## src/rtl/hamming_decoder_pipe.sv

```systemverilog
// Two-stage streaming Hamming (7,4) decoder with single-error correction.
// Stage 1 captures the codeword and its syndrome. Stage 2 applies the correction
// and holds the decoded result, which drives the outputs directly. Both stages
// support full backpressure. A saturating counter counts the corrected words
// that have entered stage 2.
module hamming_decoder_pipe #(
  parameter int unsigned CNT_W = 16
) (
  input  logic             clk,
  input  logic             rst_n,
  input  logic             in_valid,
  output logic             in_ready,
  input  logic [6:0]       codeword,
  output logic             out_valid,
  input  logic             out_ready,
  output logic [3:0]       data_out,
  output logic [2:0]       syndrome,
  output logic             corrected,
  input  logic             clr_count,
  output logic [CNT_W-1:0] err_count
);

  // Stage 1 registers
  logic             r_s1_valid;
  logic [6:0]       r_s1_code;
  logic [2:0]       r_s1_synd;

  // Stage 2 registers (these drive the outputs)
  logic             r_out_valid;
  logic [3:0]       r_data_out;
  logic [2:0]       r_syndrome;
  logic             r_corrected;
  logic [CNT_W-1:0] r_err_count;

  // Combinational signals
  logic       w_s2_adv;
  logic       w_s1_adv;
  logic [2:0] w_in_synd;
  logic [6:0] w_flip_mask;
  logic [6:0] w_fix_code;
  logic       w_s1_corr;
  logic       w_cnt_inc;

  // Handshake: a stage advances when it is empty or the stage after it drains
  always_comb begin
    w_s2_adv = !r_out_valid || out_ready;
    w_s1_adv = !r_s1_valid || w_s2_adv;
    in_ready = w_s1_adv;
  end

  // Syndrome of the incoming codeword; bit i of the codeword is Hamming position i+1
  always_comb begin
    w_in_synd[0] = codeword[0] ^ codeword[2] ^ codeword[4] ^ codeword[6];
    w_in_synd[1] = codeword[1] ^ codeword[2] ^ codeword[5] ^ codeword[6];
    w_in_synd[2] = codeword[3] ^ codeword[4] ^ codeword[5] ^ codeword[6];
  end

  // Correction mask: a nonzero syndrome S selects codeword bit S-1 to invert
  always_comb begin
    w_flip_mask = '0;
    case (r_s1_synd)
      3'd1:    w_flip_mask = 7'b000_0001;
      3'd2:    w_flip_mask = 7'b000_0010;
      3'd3:    w_flip_mask = 7'b000_0100;
      3'd4:    w_flip_mask = 7'b000_1000;
      3'd5:    w_flip_mask = 7'b001_0000;
      3'd6:    w_flip_mask = 7'b010_0000;
      3'd7:    w_flip_mask = 7'b100_0000;
      default: w_flip_mask = '0;
    endcase
    w_fix_code = r_s1_code ^ w_flip_mask;
    w_s1_corr  = (r_s1_synd != 3'd0);
  end

  // The counter steps when a corrected word enters stage 2 and is not yet saturated
  always_comb begin
    w_cnt_inc = w_s2_adv && r_s1_valid && w_s1_corr && (r_err_count != '1);
  end

  // Stage 1: take a new codeword whenever the stage advances and input is valid
  always_ff @(posedge clk or negedge rst_n) begin
    if (!rst_n) begin
      r_s1_valid <= 1'b0;
      r_s1_code  <= '0;
      r_s1_synd  <= '0;
    end else if (w_s1_adv) begin
      r_s1_valid <= in_valid;
      if (in_valid) begin
        r_s1_code <= codeword;
        r_s1_synd <= w_in_synd;
      end
    end
  end

  // Stage 2: latch the corrected data; it holds while the output is stalled
  always_ff @(posedge clk or negedge rst_n) begin
    if (!rst_n) begin
      r_out_valid <= 1'b0;
      r_data_out  <= '0;
      r_syndrome  <= '0;
      r_corrected <= 1'b0;
    end else if (w_s2_adv) begin
      r_out_valid <= r_s1_valid;
      if (r_s1_valid) begin
        r_data_out  <= {w_fix_code[6], w_fix_code[5], w_fix_code[4], w_fix_code[2]};
        r_syndrome  <= r_s1_synd;
        r_corrected <= w_s1_corr;
      end
    end
  end

  // Saturating corrected-word counter; a clear overrides an increment in the same cycle
  always_ff @(posedge clk or negedge rst_n) begin
    if (!rst_n) begin
      r_err_count <= '0;
    end else if (clr_count) begin
      r_err_count <= '0;
    end else if (w_cnt_inc) begin
      r_err_count <= r_err_count + 1'b1;
    end
  end

  assign out_valid = r_out_valid;
  assign data_out  = r_data_out;
  assign syndrome  = r_syndrome;
  assign corrected = r_corrected;
  assign err_count = r_err_count;

endmodule
```

## config.mk

```make
export PLATFORM = sky130hd
export DESIGN_NAME = hamming_decoder_pipe
export DESIGN_NICKNAME = d
export VERILOG_FILES = /design/src/rtl/hamming_decoder_pipe.sv
export SDC_FILE = /design/constraint.sdc
export NUM_CORES = 1
export LEC_CHECK = 0
export BUFFER_PORTS_ARGS = -buffer_cell sky130_fd_sc_hd__buf_2
export CAP_MARGIN = 20
export CORE_ASPECT_RATIO = 1.4
export CORE_MARGIN = 2
export CORE_UTILIZATION = 50
export CTS_CLUSTER_SIZE = 40
export DETAILED_ROUTE_END_ITERATION = 10
export GPL_ROUTABILITY_DRIVEN = 0
export PLACE_DENSITY = 0.74
export SLEW_MARGIN = 20
export SYNTH_ARGS = -nofsm -noshare
export SYNTH_HDL_FRONTEND = slang
export SYNTH_SLANG_ARGS = --single-unit
```

## constraint.sdc

```tcl
create_clock -name clk -period 3.75 [get_ports clk]
set_input_delay 0.1875 -clock clk [delete_from_list [all_inputs] [get_ports clk]]
set_output_delay 0.1875 -clock clk [all_outputs]
set_load 0.03 [all_outputs]
```

==> summary.txt, run 1 <==
Min path
  • Hold crit path type: input port to register

Yosys
  • Top post-synthesis cells by count: dfrtp_1 (33), nand2_1 (17), mux2_2 (9), nor2_1 (9), o21ai_0 (9)
  • Seq/Total Area, Yosys: 47.5%
  • Synth top area cells: dfrtp_1 (47%), mux2_2 (5.8%), nand2_1 (3.7%)
  • Netlist cell types: 37
  • Largest family of logic cells by synthesized area: simple AND/OR/NAND/NOR gates
  • Synth Area in Simple Gates: 24.3%
  • Synthesis Warnings: 0
  • Main synth FF type: dfrtp_1
  • EDFF count, synth: 0
  • Xor/xnor share of the synthesized area: 6.04%
  • Synth Cell Area: 1740 µm²
  • Synth Instances: 168
  • Mux contribution to synthesized area: 9.28%
  • Seq cells post-synth: 33
  • Share of the synthesized area in the top cell type: 47.5%
  • Post-Synth Adder-Cell Area: 0.719%
  • Count leader, synth: dfrtp_1
  • Leading area contributor after synthesis: dfrtp_1
  • Compound-Gate Fraction of Synth Area: 9.71%
  • Syn Nets: 181
  • Async S/R FF share, synth: 100%
  • Synthesized area per cell: 10.4 µm²

Critical path
  • CP Class: register to register
  • Crit Path Max Fanout: 18
  • Worst Path Arrival: 2400 ps
  • Setup crit start kind: register
  • CP Capture Type: register
  • Required @ worst endpoint: 3920 ps

Clock tree
  • Root buf cell: clkbuf_8
  • # clock sinks: 33
  • Post-CTS Resized: 0
  • Post-CTS Repair Setup Buffers: 0
  • CTS Buf Count: 5
  • Skew-Pair Late Insertion Delay: 280 ps
  • Cts-stage hold buffer count: 1
  • CTS HTree Levels: 2
  • Clk buf depth: 2
  • Worst-path clk slew: 60 ps
  • CTS tree: built

Floorplan
  • Core box area: 3350 µm²
  • Die X: 53.8 µm
  • IO Pins: 38
  • Die ar.: 3970 µm²
  • Number of cell rows: 25
  • Starting density of the core: 52.0%
  • DIE HEIGHT: 73.8 µm

Routing
  • Via count: 1423
  • Total Wirelength: 3580 µm
  • ANT nets after route: 0
  • DR pass1 iterations: 4
  • WL/cell: 14.5 µm
  • Vias per inst: 5.78
  • DRC viols: 0
  • Iteration-0 DRC Markers: 25

Layout
  • Layout area overhead: 16.8%
  • FF/Latch Area: 826 µm²
  • # nets final: 220
  • Footprint of the multi-input gates: 871 µm²
  • Filler cell count: 298
  • N_diodes: 0
  • Share of cells above drive strength 1: 28.2%
  • Final core occ: 60.7%

Global routing
  • First-pass GRT wire length: 6060 µm
  • Initial antenna violation count: 0
  • Number of global-route vias before repair: 1376
  • Gr usage total: 21.3%
  • Total gr overflow: 0
  • Largest net degree at the start of global routing: 34

Timing
  • Hold WS: 111 ps
  • Final setup viols: 0
  • Fin crit share: 59.4%
  • Fmax: 0.449 GHz
  • Setup TNS: 0 ps
  • RSZ-0062 raised after global routing: false
  • Final hold vios: 0
  • Final worst path period need: 2230 ps
  • Setup Skew: 3.85 ps
  • Worst slew margin: 52.0%
  • Slew at the pin with the worst max-slew slack: 720 ps
  • Setup ws final: 1520 ps
  • Max-slew violations: 0

Pwr
  • Maximum vdd ir drop: 327 µV
  • Total power: 889 µW
  • PD cells: 438 nW/µm²
  • Pleak: 0.923 nW

Placement
  • Port bufs: 37
  • HPWL after DPL: 2630 µm
  • Setup WS pre-CTS: 1540 ps

Flow run
  • Max-cap check violation count: 0

Status
  • Status: complete, no violations
[sequential cells by signal (all words and copies together), names as in the netlist]
signal      count
err_count      16
data_out        4
r_s1_code       4
r_s1_synd       3
syndrome        3
corrected       1
out_valid       1
r_s1_valid      1
[worst max-delay path, stage by stage, from the launching register on]
cell and delay (ps):
dfrtp_1 430, ha_1 240, nand4_1 170, and4bb_1 390, or4b_4 580, mux2_4 300
[per-stage QoR]
step,instance area [µm²],cells
after floorplan,1740,168
after global placement,1950,239
after detailed placement,1950,239
after CTS,2030,246
after global routing,2030,246
final,2030,246
[kinds of logic (layout without fill, tap and decap cells)]
logic type | after synthesis | count (layout)
buf+inv | 9 | 47
flops | 33 | 33
fa+ha+maj | 1 | 1
simple gates | 73 | 73
mux | 14 | 14
xor+xnor | 12 | 12
compound gates | 26 | 26
[final timing paths]
path                           endpoint    startpoint  slack, ps  depth (start not counted)
setup / recovery           err_count[6]  err_count[0]       1520                          5
hold reg to reg             data_out[3]   data_out[3]        480                          2
max in group asynchronous  err_count[6]         rst_n       2790                          2
setup reg to reg           err_count[6]  err_count[0]       1520                          5
min in group asynchronous  err_count[9]         rst_n        500                          2
hold / removal               r_s1_valid      in_valid        110                          2
[where the power goes]
group	total [mW]	internal (mW)	leakage (nW)	switching [mW]
sequential	0.437	0.400	0.425	0.0374
combinational	0.208	0.0730	0.458	0.135
clock	0.243	0.122	0.0399	0.121
[placed cells by master (no fill, tap or decap), types with 2 or more instances in the layout]
master,n
a21oi_1,7
and4_4,2
buf_2,37
clkbuf_8,5
dfrtp_1,33
inv_1,2
mux2_1,4
mux2_2,9
nand2_1,17
nand2b_1,3
nand3_1,7
nand3b_1,2
nand4_1,3
nor2_1,9
nor2b_1,7
nor4_1,7
o21ai_0,9
o31a_1,2
o31ai_1,6
or3_1,2
or4_1,5
xnor2_1,7
xor2_1,5
[final cells by class]
class,instances,area share (%)
clock buffer,5,3.39
clock inverter,1,0.246
tap,40,2.46
sequential,33,40.7
inverter,2,0.370
multi-input combinational,126,42.9
timing repair buffer,39,9.98
[metal layers]
metal,wire [µm],GRT usage (%),up-vias
met5,0,0,-
met4,78,10.5,0
met3,198,6.71,10
met2,1900,37.7,45
met1,1400,21.8,683
li1,-,-,685
(Power assumes the default switching activity.)
==> run 2, diff against run 1 <==
CORE_UTILIZATION = 48   (was 50)
PLACE_DENSITY = 0.75   (was 0.74)
clock period = 1.9 ns   (was 3.75 ns; I/O delays follow)
==> run 2 against run 1 <==
Net effect: sequential power increased by 94%; clock power increased by 140%; worst hold slack got worse by 78 ps; highest routed layer unchanged; die area increased by 3.9%; maximum frequency increased by 22%; non-clock buffer count increased by 15; sequential cell count unchanged.
==> summary.txt, run 2 (synthesized netlist as in run 1, its figures left out) <==
Pwr
  • Part of the power in combinational logic: 24.7%
  • Total power: 1.89 mW
  • Cell internal pwr: 1.29 mW
  • Sw power: 606 µW
  • Sequential share of power: 44.7%
  • Sw Ratio: 32.0%
  • Pleak: 1.01 nW
  • PD cells: 837 nW/µm²
  • Maximum vdd ir drop: 834 µV
  • Clk pwr share: 30.6%

Routing
  • Via count: 1508
  • Top sig layer: met4
  • WL/cell: 15.3 µm
  • DRC viols: 0
  • Met2 routed WL: 2250 µm
  • Vias per inst: 5.73
  • Iteration-0 DRC Markers: 25
  • Total Wirelength: 4020 µm
  • DR pass1 iterations: 4
  • ANT nets after route: 0
  • Met1 WL: 1530 µm
  • Met3 routed WL: 184 µm

Critical path
  • Worst reg-to-reg setup slack: 70 ps
  • CP Capture Type: register
  • Crit Path Max Fanout: 6
  • Setup crit start kind: register
  • CP Class: register to register
  • Worst-path cell chain: ha_4 -> nand4_1 -> and4bb_1 -> buf_4 -> nor4_1 -> mux2_1
  • Worst Reg-to-Reg Cells: 6
  • Worst reg2reg path endpoint: err_count[9]
  • Slowest cell on the critical path: dfrtp_2
  • Required @ worst endpoint: 2060 ps
  • Crit-path max cell delay: 450 ps
  • Worst Path Arrival: 1990 ps
  • Worst r2r src: err_count[0]

Floorplan
  • Die X: 54.9 µm
  • Number of cell rows: 25
  • DIE HEIGHT: 75.2 µm
  • Core box area: 3410 µm²
  • IO Pins: 38
  • Die ar.: 4130 µm²
  • Starting density of the core: 51.0%

Clock tree
  • Worst-path clk slew: 70 ps
  • Skew-Pair Late Insertion Delay: 280 ps
  • Clk buf depth: 2
  • CTS Buf Count: 5
  • CTS HTree Levels: 2
  • # clock sinks: 33
  • Post-CTS Repair Setup Buffers: 0
  • CTS tree: built
  • Root buf cell: clkbuf_8

Layout
  • Share of cells above drive strength 1: 39.0%
  • # nets final: 235
  • Most common cell after layout, fill and taps aside: buf_2
  • N_diodes: 0
  • Max reg flops: 16
  • Layout area overhead: 30.0%
  • Most frequent cells in the layout: buf_2 (37), dfrtp_1 (31), nand2_1 (17)

Timing
  • Final hold vios: 0
  • Fmax: 0.547 GHz
  • Setup TNS: 0 ps
  • Setup Skew: 4.78 ps
  • Final setup viols: 0
  • RSZ-0062 raised after global routing: true
  • Slew at the pin with the worst max-slew slack: 717 ps
  • Worst slew margin: 52.2%
  • Final worst path period need: 1830 ps
  • Fin crit share: 96.3%
  • Max-slew violations: 0

Min path
  • Hold crit path type: input port to register
  • Hold path endpoint: r_s1_valid
  • Hold path start: in_valid
  • WHS Path Cells: 2

Placement
  • HPWL after DPL: 2880 µm
  • Port bufs: 37

Global routing
  • Total gr overflow: 0
  • Gr usage total: 21.7%
  • Number of global-route vias before repair: 1434
  • Initial antenna violation count: 0
  • Largest net degree at the start of global routing: 34
  • First-pass GRT wire length: 6400 µm

Flow run
  • Max-cap check violation count: 0

Status
  • Status: complete, no violations
==> run 2: cell types whose count changed in the layout (fill, tap and decap cells not counted), sizes merged <==
cell,change
clkbuf,+2
buf,+15
==> run 2: worst max-delay path: cells and delay by family (launching register included) <==
kind | cells | cell delay, ps
multiplexers | 1 | 370
flip-flops | 1 | 450
buffers and inverters | 1 | 170
AND/OR/NAND/NOR | 3 | 560
adder cells (fa/ha/maj) | 1 | 180
==> run 2: routing by layer <==
metal / up-vias / GRT usage [%]
li1: 719 / -
met1: 730 / 22.8
met2: 51 / 38.8
met3: 8 / 6.35
met4: 0 / 9.17
met5: - / 0
==> run 2: what timing repair did <==
item / in CTS / in global routing
endpoints found under the setup margin: 1 / 9
pin swaps: 0 / 9
resized for setup: 1 / 11
endpoints found under the hold margin: 33 / 0
hold buffers: 1 / 0
==> run 2: per-stage QoR <==
step	cells	setup slack (ps)	util [%]	hold slack [ps]	cell area, µm²
after detailed placement	254	1.07	61.0	202	2080
after global placement	254	61.4	61.0	187	2080
final	263	70.2	66.3	32.7	2260
after floorplan	168	-155	-	-201	1760
after CTS	263	0.534	64.4	27.3	2200
after global routing	263	-8.45	66.3	45.5	2260
==> run 2: worst max path at each step <==
stage | startpoint | to | slack [ps] | cells past startpoint
CTS | err_count[0] | err_count[5] | 0.5 | 6
finish | err_count[0] | err_count[9] | 70 | 6
detailed placement | err_count[0] | err_count[14] | 1 | 6
floorplan | err_count[1] | err_count[6] | -150 | 6
global route | err_count[0] | err_count[3] | -8 | 6
global placement | err_count[1] | err_count[14] | 60 | 6
==> run 2: power by group through the flow <==
stage	registers [mW]	logic (mW)	clock network, mW
after floorplan	0.982	0.169	0
after global placement	0.853	0.453	0
after detailed placement	0.859	0.462	0
after CTS	0.847	0.465	0.592
after global routing	0.855	0.514	0.631
final	0.846	0.467	0.580
==> run 2: cell type report <==
| type | instances | area (µm²) |
|---|---|---|
| Clock buffer | 7 | 96.3 |
| Clock inverter | 1 | 5.00 |
| Fill cell | 283 | 1150 |
| Inverter | 2 | 7.51 |
| Multi-Input combinational cell | 126 | 958 |
| Sequential cell | 33 | 828 |
| Tap cell | 40 | 50.0 |
| Timing Repair Buffer | 54 | 315 |
==> run 3, diff against run 2 <==
CORE_UTILIZATION = 40   (was 48)
PLACE_DENSITY = 0.64   (was 0.75)
==> run 3 against run 2 <==
Net effect: maximum frequency shrank 2.9%; core utilization down 12 points; global-route usage decreased by 4.5 points; final area rose by 1.2%; clock power is 7.1% lower; critical path type unchanged; critical endpoint is now err_count[6].
==> summary.txt, run 3 (synthesized netlist as in run 1, its figures left out) <==
Critical path
  • Worst reg-to-reg setup slack: 20 ps
  • CP Capture Type: register
  • Crit Path Max Fanout: 5
  • Worst Reg-to-Reg Cells: 5
  • Required @ worst endpoint: 2070 ps
  • Setup crit start kind: register
  • Worst Path Arrival: 2060 ps
  • Worst-path cell chain: ha_4 -> nand4_1 -> and4bb_1 -> or4b_4 -> mux2_4
  • CP Class: register to register
  • Worst reg2reg path endpoint: err_count[6]
  • Crit-path max cell delay: 490 ps
  • Worst r2r src: err_count[1]
  • Slowest cell on the critical path: or4b_4

Pwr
  • Maximum vdd ir drop: 458 µV
  • PD cells: 813 nW/µm²
  • Pleak: 1.03 nW

Timing
  • Fmax: 0.531 GHz
  • Hold WS: 23.8 ps
  • Setup TNS: 0 ps
  • RSZ-0062 raised after global routing: true
  • Final hold vios: 0
  • Fin crit share: 99.1%
  • Final setup viols: 0
  • Final worst path period need: 1880 ps
  • Setup Skew: 8.01 ps
  • Slew at the pin with the worst max-slew slack: 743 ps
  • Max-slew violations: 0
  • Worst slew margin: 50.5%

Global routing
  • Met1 usage: 18.8%
  • M2 GR Usage: 30.3%
  • Largest net degree at the start of global routing: 34
  • Initial antenna violation count: 0
  • Total gr overflow: 0
  • Number of global-route vias before repair: 1393
  • Top Usage Layer GRT: met2
  • Gr usage total: 17.2%
  • Met3 Track Usage GR: 4.25%
  • First-pass GRT wire length: 6290 µm

Clock tree
  • Worst-path clk slew: 70 ps
  • CTS tree: built
  • Root buf cell: clkbuf_8
  • CTS HTree Levels: 2
  • Clk buf depth: 2
  • CTS Buf Count: 5
  • Skew-Pair Late Insertion Delay: 290 ps
  • # clock sinks: 33

Layout
  • Filler cell count: 388
  • Share of cells above drive strength 1: 38.9%
  • Most frequent cells in the layout: buf_2 (37), dfrtp_1 (31), buf_4 (21)
  • Layout area overhead: 31.6%
  • Max reg flops: 16
  • # nets final: 241
  • N_diodes: 0
  • Most common cell after layout, fill and taps aside: buf_2
  • Final core occ: 54.4%

Routing
  • DR pass1 iterations: 4
  • Iteration-0 DRC Markers: 83
  • Via count: 1470
  • WL/cell: 13.9 µm
  • Vias per inst: 5.36
  • Total Wirelength: 3810 µm
  • DRC viols: 0
  • ANT nets after route: 0

Min path
  • Hold path start: in_valid
  • Hold path endpoint: r_s1_valid
  • WHS Path Cells: 2
  • Hold crit path type: input port to register

Floorplan
  • Die ar.: 4900 µm²
  • DIE HEIGHT: 82.0 µm
  • Starting density of the core: 41.4%
  • IO Pins: 38
  • Die X: 59.7 µm
  • Core box area: 4200 µm²
  • Number of cell rows: 28

Flow run
  • Max-cap check violation count: 0

Status
  • Status: complete, no violations

Placement
  • HPWL after DPL: 2720 µm
  • Port bufs: 37
-- run 3: cell types whose count changed in the layout (fill, tap and decap cells not counted), sizes merged --
cell | before | now
buf | 53 | 59
clkinv | 1 | 0
clkbuf | 7 | 8
-- run 3: layout make-up --
class	instances	area, µm²	share of cell area (%)
Multi-Input combinational cell	126	942	41.2
Sequential cell	33	828	36.2
Timing Repair Buffer	60	364	15.9
Clock buffer	8	90.1	3.94
Tap cell	45	56.3	2.46
Inverter	2	7.51	0.328
-- run 3: critical path: cells and delay by family (launching register included) --
kind	cells	cell delay (ps)
flip-flops	1	430
multiplexers	1	300
adder cells (fa/ha/maj)	1	170
AND/OR/NAND/NOR	3	880
-- run 3: worst max-delay path by stage --
stage / start / to / slack [ps] / cells past startpoint
finish: err_count[1] / err_count[6] / 20 / 5
floorplan: err_count[1] / err_count[6] / -150 / 6
CTS: err_count[1] / err_count[6] / 3 / 5
global placement: err_count[1] / err_count[5] / 20 / 6
detailed placement: err_count[1] / err_count[5] / -40 / 6
global route: err_count[1] / err_count[9] / -80 / 6
-- run 3: per-layer routing --
metal  share of wire, %  vias up
met2                 54       31
met3                3.5        8
met4                2.0        0
met1                 40      700
met5                  0        -
li1                   -      731
-- run 3: power breakdown --
group	switching, mW	internal, mW	leakage [nW]
Combinational	0.299	0.180	0.566
Clock	0.244	0.295	0.0455
Sequential	0.0525	0.790	0.422
-- run 3: timing repair --
item,in CTS,in global routing
endpoints found under the setup margin,5,11
hold endpoints to repair,33,0
pin swaps,1,1
setup buffers,1,0
gates cloned,0,0
hold buffers,1,0
gates resized for setup,2,7
-- run 3: through the flow --
| step | instance area, µm² | instances | power, mW | setup WS (ps) |
|---|---|---|---|---|
| finish | 2290 | 274 | 1.86 | 16.3 |
| global route | 2290 | 274 | 1.98 | -77.5 |
| CTS | 2240 | 274 | 1.88 | 3.31 |
| detailed placement | 2120 | 264 | 1.33 | -35.4 |
| global placement | 2120 | 264 | 1.32 | 18.9 |
| floorplan | 1760 | 168 | 1.15 | -155 |
